### config.mk
export PLATFORM = sky130hd
export DESIGN_NAME = ps2_host_tx
export DESIGN_NICKNAME = d
export VERILOG_FILES = /design/src/rtl/ps2_host_tx.sv
export SDC_FILE = /design/constraint.sdc
export NUM_CORES = 1
export LEC_CHECK = 0
export CAP_MARGIN = 20
export CORE_ASPECT_RATIO = 0.75
export CORE_MARGIN = 3
export CORE_UTILIZATION = 30
export CTS_BUF_LIST = sky130_fd_sc_hd__clkbuf_4 sky130_fd_sc_hd__clkbuf_8
export CTS_CLUSTER_SIZE = 28
export DETAILED_ROUTE_END_ITERATION = 6
export HOLD_SLACK_MARGIN = 0.12
export PLACE_DENSITY = 0.56
export SYNTH_ARGS = -nofsm -noshare
export SYNTH_HDL_FRONTEND = slang
export SYNTH_SLANG_ARGS = --single-unit
export TNS_END_PERCENT = 20
### constraint.sdc
create_clock -name clk -period 3.1 [get_ports clk]
set_input_delay 0.62 -clock clk [delete_from_list [all_inputs] [get_ports clk]]
set_output_delay 0.62 -clock clk [all_outputs]
set_load 0.005 [all_outputs]
### src/rtl/ps2_host_tx.sv
// ps2_host_tx: PS/2 host-to-device byte transmitter.
// Sequence: inhibit the clock, request-to-send, shift 8 data bits plus odd
// parity and stop on device falling edges, then sample the device ACK.
// Optional build macro PS2_HOST_TX_TIMEOUT_EN adds a watchdog that aborts a
// transfer when the device stops clocking for TIMEOUT_CYCLES cycles.
// Handshake: tx_start is a single-cycle request, accepted only when
// tx_busy=0 and the FSM is idle; tx_busy stays high from the cycle after
// acceptance until the cycle that carries the tx_done / tx_error pulse.
module ps2_host_tx #(
  parameter int INHIBIT_CYCLES = 2700,
  parameter int TIMEOUT_CYCLES = 405000
) (
  input  logic       clk,
  input  logic       rst_n,
  input  logic       tx_start,
  input  logic [7:0] tx_data,
  input  logic       ps2_clk_in,
  input  logic       ps2_data_in,
  output logic       ps2_clk_oe,
  output logic       ps2_data_oe,
  output logic       tx_busy,
  output logic       tx_done,
  output logic       tx_error,
  output logic [2:0] dbg_state
);

  typedef enum logic [2:0] {
    S_IDLE      = 3'd0,
    S_INHIBIT   = 3'd1,
    S_RTS       = 3'd2,
    S_SHIFT     = 3'd3,
    S_ACK       = 3'd4,
    S_WAIT_IDLE = 3'd5
  } state_t;

  localparam int INH_W = $clog2(INHIBIT_CYCLES + 1);
  localparam logic [INH_W-1:0] INH_MAX = INH_W'(INHIBIT_CYCLES);

  state_t           state, state_d;
  logic [1:0]       clk_sync, data_sync;
  logic             clk_prev;
  logic             clk_s, data_s, fall, lines_idle;
  logic [7:0]       data_q;
  logic             parity_q;
  logic             ok_q;
  logic [3:0]       edge_cnt;
  logic [INH_W-1:0] inh_cnt;
  logic [2:0]       bit_idx;
  logic             timeout;

  assign clk_s      = clk_sync[1];
  assign data_s     = data_sync[1];
  assign fall       = clk_prev & ~clk_s;
  assign lines_idle = clk_s & data_s;
  assign bit_idx    = edge_cnt[2:0] - 3'd1;
  assign dbg_state  = state;

  // Two-flop synchronizers for both lines plus the previous clock sample.
  always_ff @(posedge clk or negedge rst_n) begin
    if (!rst_n) begin
      clk_sync  <= 2'b11;
      data_sync <= 2'b11;
      clk_prev  <= 1'b1;
    end else begin
      clk_sync  <= {clk_sync[0], ps2_clk_in};
      data_sync <= {data_sync[0], ps2_data_in};
      clk_prev  <= clk_sync[1];
    end
  end

`ifdef PS2_HOST_TX_TIMEOUT_EN
  localparam int WD_W = $clog2(TIMEOUT_CYCLES + 1);
  localparam logic [WD_W-1:0] WD_MAX = WD_W'(TIMEOUT_CYCLES);
  logic [WD_W-1:0] wd_cnt;
  logic            wd_active;

  assign wd_active = (state == S_RTS) || (state == S_SHIFT) ||
                     (state == S_ACK) || (state == S_WAIT_IDLE);
  assign timeout   = wd_active && (wd_cnt == WD_MAX);

  // Watchdog: counts while waiting on the device, restarts on each edge.
  always_ff @(posedge clk or negedge rst_n) begin
    if (!rst_n) begin
      wd_cnt <= '0;
    end else if (!wd_active || fall || timeout) begin
      wd_cnt <= '0;
    end else begin
      wd_cnt <= wd_cnt + 1'b1;
    end
  end
`else
  // Watchdog compiled out: the FSM waits for the device indefinitely.
  assign timeout = 1'b0;
`endif

  // State register.
  always_ff @(posedge clk or negedge rst_n) begin
    if (!rst_n) state <= S_IDLE;
    else        state <= state_d;
  end

  // Next-state logic; a watchdog expiry always returns to IDLE.
  always_comb begin
    state_d = state;
    case (state)
      S_IDLE:      if (tx_start) state_d = S_INHIBIT;
      S_INHIBIT:   if (inh_cnt == INH_MAX) state_d = S_RTS;
      S_RTS:       if (fall) state_d = S_SHIFT;
      S_SHIFT:     if (fall && (edge_cnt == 4'd9)) state_d = S_ACK;
      S_ACK:       if (fall) state_d = S_WAIT_IDLE;
      S_WAIT_IDLE: if (lines_idle) state_d = S_IDLE;
      default:     state_d = S_IDLE;
    endcase
    if (timeout) state_d = S_IDLE;
  end

  // Datapath: byte/parity latch, inhibit timer, edge counter, ACK flag.
  always_ff @(posedge clk or negedge rst_n) begin
    if (!rst_n) begin
      data_q   <= 8'h00;
      parity_q <= 1'b0;
      ok_q     <= 1'b0;
      edge_cnt <= 4'd0;
      inh_cnt  <= '0;
    end else begin
      if (state == S_IDLE && tx_start) begin
        data_q   <= tx_data;
        parity_q <= ~^tx_data;
        ok_q     <= 1'b0;
        edge_cnt <= 4'd0;
      end else if (fall && (state == S_RTS || state == S_SHIFT || state == S_ACK)) begin
        edge_cnt <= edge_cnt + 4'd1;
      end
      if (state == S_ACK && fall) ok_q <= ~data_s;
      inh_cnt <= (state == S_INHIBIT) ? inh_cnt + 1'b1 : '0;
    end
  end

  // Output decode from registered state; the data line only moves after a
  // registered edge count update, i.e. while the device holds clock low.
  always_comb begin
    ps2_clk_oe  = 1'b0;
    ps2_data_oe = 1'b0;
    tx_busy     = (state != S_IDLE);
    tx_done     = 1'b0;
    tx_error    = 1'b0;
    case (state)
      S_INHIBIT: begin
        ps2_clk_oe  = 1'b1;
        ps2_data_oe = (inh_cnt == INH_MAX);
      end
      S_RTS:   ps2_data_oe = 1'b1;
      S_SHIFT: begin
        if (edge_cnt >= 4'd1 && edge_cnt <= 4'd8) ps2_data_oe = ~data_q[bit_idx];
        else if (edge_cnt == 4'd9)                ps2_data_oe = ~parity_q;
        else                                      ps2_data_oe = 1'b0;
      end
      S_WAIT_IDLE: begin
        if (lines_idle) begin
          tx_busy  = 1'b0;
          tx_done  = ok_q;
          tx_error = ~ok_q;
        end
      end
      default: ;
    endcase
    if (timeout) begin
      ps2_clk_oe  = 1'b0;
      ps2_data_oe = 1'b0;
      tx_busy     = 1'b0;
      tx_done     = 1'b0;
      tx_error    = 1'b1;
    end
  end

endmodule

==> results.py <==
metrics = {
    "hold_path": {
        "min_path_cells": 0,
        "hold_class": "reg -> reg",
        "hp-start": "clk_sync[0]",
        "whs_endpoint": "clk_sync[1]",
    },
    "route": {
        "drc": 0,
        "wire_per_inst_um": 13.0,
        "dr_total_vias": 1247,
        "initialDrtViolationCount": 79,
        "wl_um": 3490,
        "final_antenna_net_count": 0,
        "drt_first_pass_iters": 4,
        "via_per_inst": 4.64,
    },
    "sta": {
        "finalCritPeriodShare_pct": 95.9,
        "period_needed_ns": 2.97,
        "skew_ns": 0.00617,
        "timing.final.hold_violations": 0,
        "worstMarginPinSlew_ns": 0.463,
        "final_max_slew_viol_count": 0,
        "relSlewSlack_pct": 69.1,
        "setup_viol": 0,
        "setup_tns_ns": 0,
        "fmax_ghz": 0.336,
        "fin_ws_ns": 0.127,
        "whs_ns": 0.358,
        "rsz0062_at_grt": "no",
    },
    "yosys": {
        "yosysMostFrequentCell": "dfrtp_1",
        "ys_top_cells_by_area": "dfrtp_1 39%, dfstp_2 7.1%, xnor2_1 6.2%",
        "synth_commonest_cells": "29 x dfrtp_1, 16 x nor2_1, 13 x xnor2_1",
        "synth_top_cell_area_share_pct": 39.3,
        "yosysTopAreaCell": "dfrtp_1",
        "yosys_warnings": 0,
        "ys_ff_latch": 34,
        "synth_cell_types": 41,
        "syn_area_um2": 1850,
        "yosysSeqAreaShare_pct": 46.4,
        "synthCells": 164,
        "synth_ff_type": "dfrtp_1",
        "synth_edf_count": 0,
        "synthArstFlopShare_pct": 100,
        "syn_avg_cell_area_um2": 11.3,
        "synthesis.nets": 183,
    },
    "grt": {
        "grt_pass1_wl_um": 5990,
        "grt_pass1_vias": 1197,
        "antenna_found_initial": 0,
        "grt-busiest-layer": "met1",
        "met1_usage_pct": 16.4,
        "grt_util_met2_pct": 13.8,
        "grt_max_degree": 35,
        "gr-usage-met3_pct": 2.53,
        "grt_use_total_pct": 10.4,
        "overflow": 0,
    },
    "die": {
        "core_um2": 5890,
        "initial_core_util_pct": 31.4,
        "die-area_um2": 7150,
        "die_y_um": 74.0,
        "io_pins": 21,
        "rows": 24,
        "die_width_um": 96.6,
    },
    "critical_path": {
        "required_ns": 2.48,
        "slowest_stage": "clkdlybuf4s50_1",
        "cp-end-kind": "primary output",
        "path_max_fanout": 6,
        "r2r_start": "dbg_state[0]",
        "crit_type": "reg -> out",
        "crit_path_start_kind": "register",
        "ff2ff_path_depth": 4,
        "path_cells": "inv_1 -> ha_1 -> mux4_2 -> mux2i_1 -> nand3_1 -> o211ai_1 -> clkdlybuf4s50_1",
        "reg2reg_slack_ns": 1.38,
        "cp_slowest_stage_delay_ns": 0.54,
        "critPathArrivalTime_ns": 2.35,
        "reg2reg_to": "dbg_state[1]",
    },
    "clocking": {
        "post_cts.repair.setup_buffers": 0,
        "clk_pin_slew_worst_paths_ns": 0.08,
        "cts_num_sinks": 34,
        "cts_tree": "yes",
        "cts_buffers": 5,
        "cts_buffer_depth": 2,
        "root_buffer": "clkbuf_8",
        "clkLatencyLatePin_ns": 0.29,
        "htreeDepth": 2,
    },
    "power": {
        "power_leakage_nw": 0.917,
        "power_density_nw_per_um2": 811,
        "ir_worst_vdd_uv": 249,
    },
    "finish": {
        "fillers": 608,
        "multi_input_area_um2": 912,
        "diodes": 0,
        "drive_gt1_share_pct": 17.8,
        "final_util_pct": 38.5,
        "design_area_um2": 2270,
        "regArea_um2": 858,
        "syn_to_final_growth_pct": 22.6,
        "fin_nets": 209,
    },
    "run_status": {
        "status": "finished clean",
    },
    "place": {
        "io_buffers": 20,
        "placed_area_um2": 2130,
        "pre_cts_slack_ns": 0.364,
        "place_hpwl_um": 2610,
        "gp_congestion": 0.785,
    },
    "run": {
        "drv_cap": 0,
    },
}
-- flip-flops by register name, indices dropped and copies added, names as in the netlist --
name	count
edge_cnt	4
data_q	8
data_sync	2
ok_q	1
dbg_state	3
parity_q	1
clk_sync	2
inh_cnt	12
clk_prev	1
-- worst max-delay path by stage --
stage	from	end	slack, ns	cells past startpoint
final	edge_cnt[0]	ps2_data_oe	0.13	7
after global routing	edge_cnt[0]	ps2_data_oe	0.008	7
after CTS	edge_cnt[0]	ps2_data_oe	0.03	7
after detailed placement	edge_cnt[0]	ps2_data_oe	0.36	7
after global placement	edge_cnt[0]	ps2_data_oe	0.39	7
after floorplan	edge_cnt[0]	ps2_data_oe	1.03	6
-- what timing repair did --
action,in CTS,in global routing
endpoints found under the setup margin,0,1
resized for setup,0,1
hold buffers,0,0
-- per-stage QoR --
stage / std cells / power, mW
floorplan: 164 / 1.16
global placement: 261 / 1.35
detailed placement: 261 / 1.36
CTS: 269 / 1.86
global route: 269 / 1.96
finish: 269 / 1.84
-- cell usage in the layout (no fill, tap or decap), types with 2 or more instances in the layout --
cell	count
dfrtp_1	28
clkdlybuf4s50_1	20
nor2_1	16
xnor2_1	13
inv_1	7
xor2_1	7
nand3_1	6
mux2_4	6
ha_1	6
o21ai_0	5
a21oi_1	5
dfstp_2	5
clkbuf_8	5
nand2_1	4
nor3_1	4
buf_4	4
and4_1	3
nand4_1	3
nor3b_1	3
nor2b_1	3
o211ai_1	3
nand2b_1	3
a31oi_1	3
mux2_2	3
and2_1	2
nand3b_1	2
mux4_2	2
mux2i_1	2
o21ai_1	2
and3_1	2
bufinv_16	2
-- critical path, delay by kind of cell (launching register included) --
| kind | cells | cell delay [ns] |
|---|---|---|
| buffers and inverters | 2 | 0.64 |
| adders and majority gates | 1 | 0.34 |
| muxes | 2 | 0.45 |
| AOI/OAI and AO/OA | 1 | 0.12 |
| and+or+nand+nor | 1 | 0.10 |
| DFF | 1 | 0.43 |
-- cell families (layout without fill, tap and decap cells) --
| family | Yosys count | in the layout | share of synthesized area, % |
|---|---|---|---|
| AOI/OAI and AO/OA | 21 | 21 | 7.31 |
| xor gates and xnor gates | 20 | 20 | 9.48 |
| adders and majority gates | 6 | 6 | 4.06 |
| buffers and inverters | 13 | 40 | 4.27 |
| DFF | 34 | 34 | 46.4 |
| muxes | 13 | 13 | 10.2 |
| and+or+nand+nor | 57 | 57 | 18.3 |
-- report_power, final --
group / internal, mW / switching, mW / total [mW]
clock: 0.322 / 0.169 / 0.492
sequential: 0.557 / 0.0996 / 0.657
combinational: 0.386 / 0.304 / 0.690
-- routing by layer --
layer  vias up  share of wire, %
met5         -                 0
met2        28                38
met1       593                57
met4         0              0.95
met3         4               3.9
li1        622                 -
-- layout make-up --
| type | instances | share of cell area [%] |
|---|---|---|
| multi-input cells | 117 | 40.3 |
| flip-flops and latches | 34 | 37.9 |
| well taps | 78 | 4.31 |
| repair buffers | 24 | 10.2 |
| clock inverters | 3 | 3.04 |
| clock buffers | 5 | 3.04 |
| inverters | 8 | 1.33 |
Note: power is estimated with default switching activity, not from simulation.
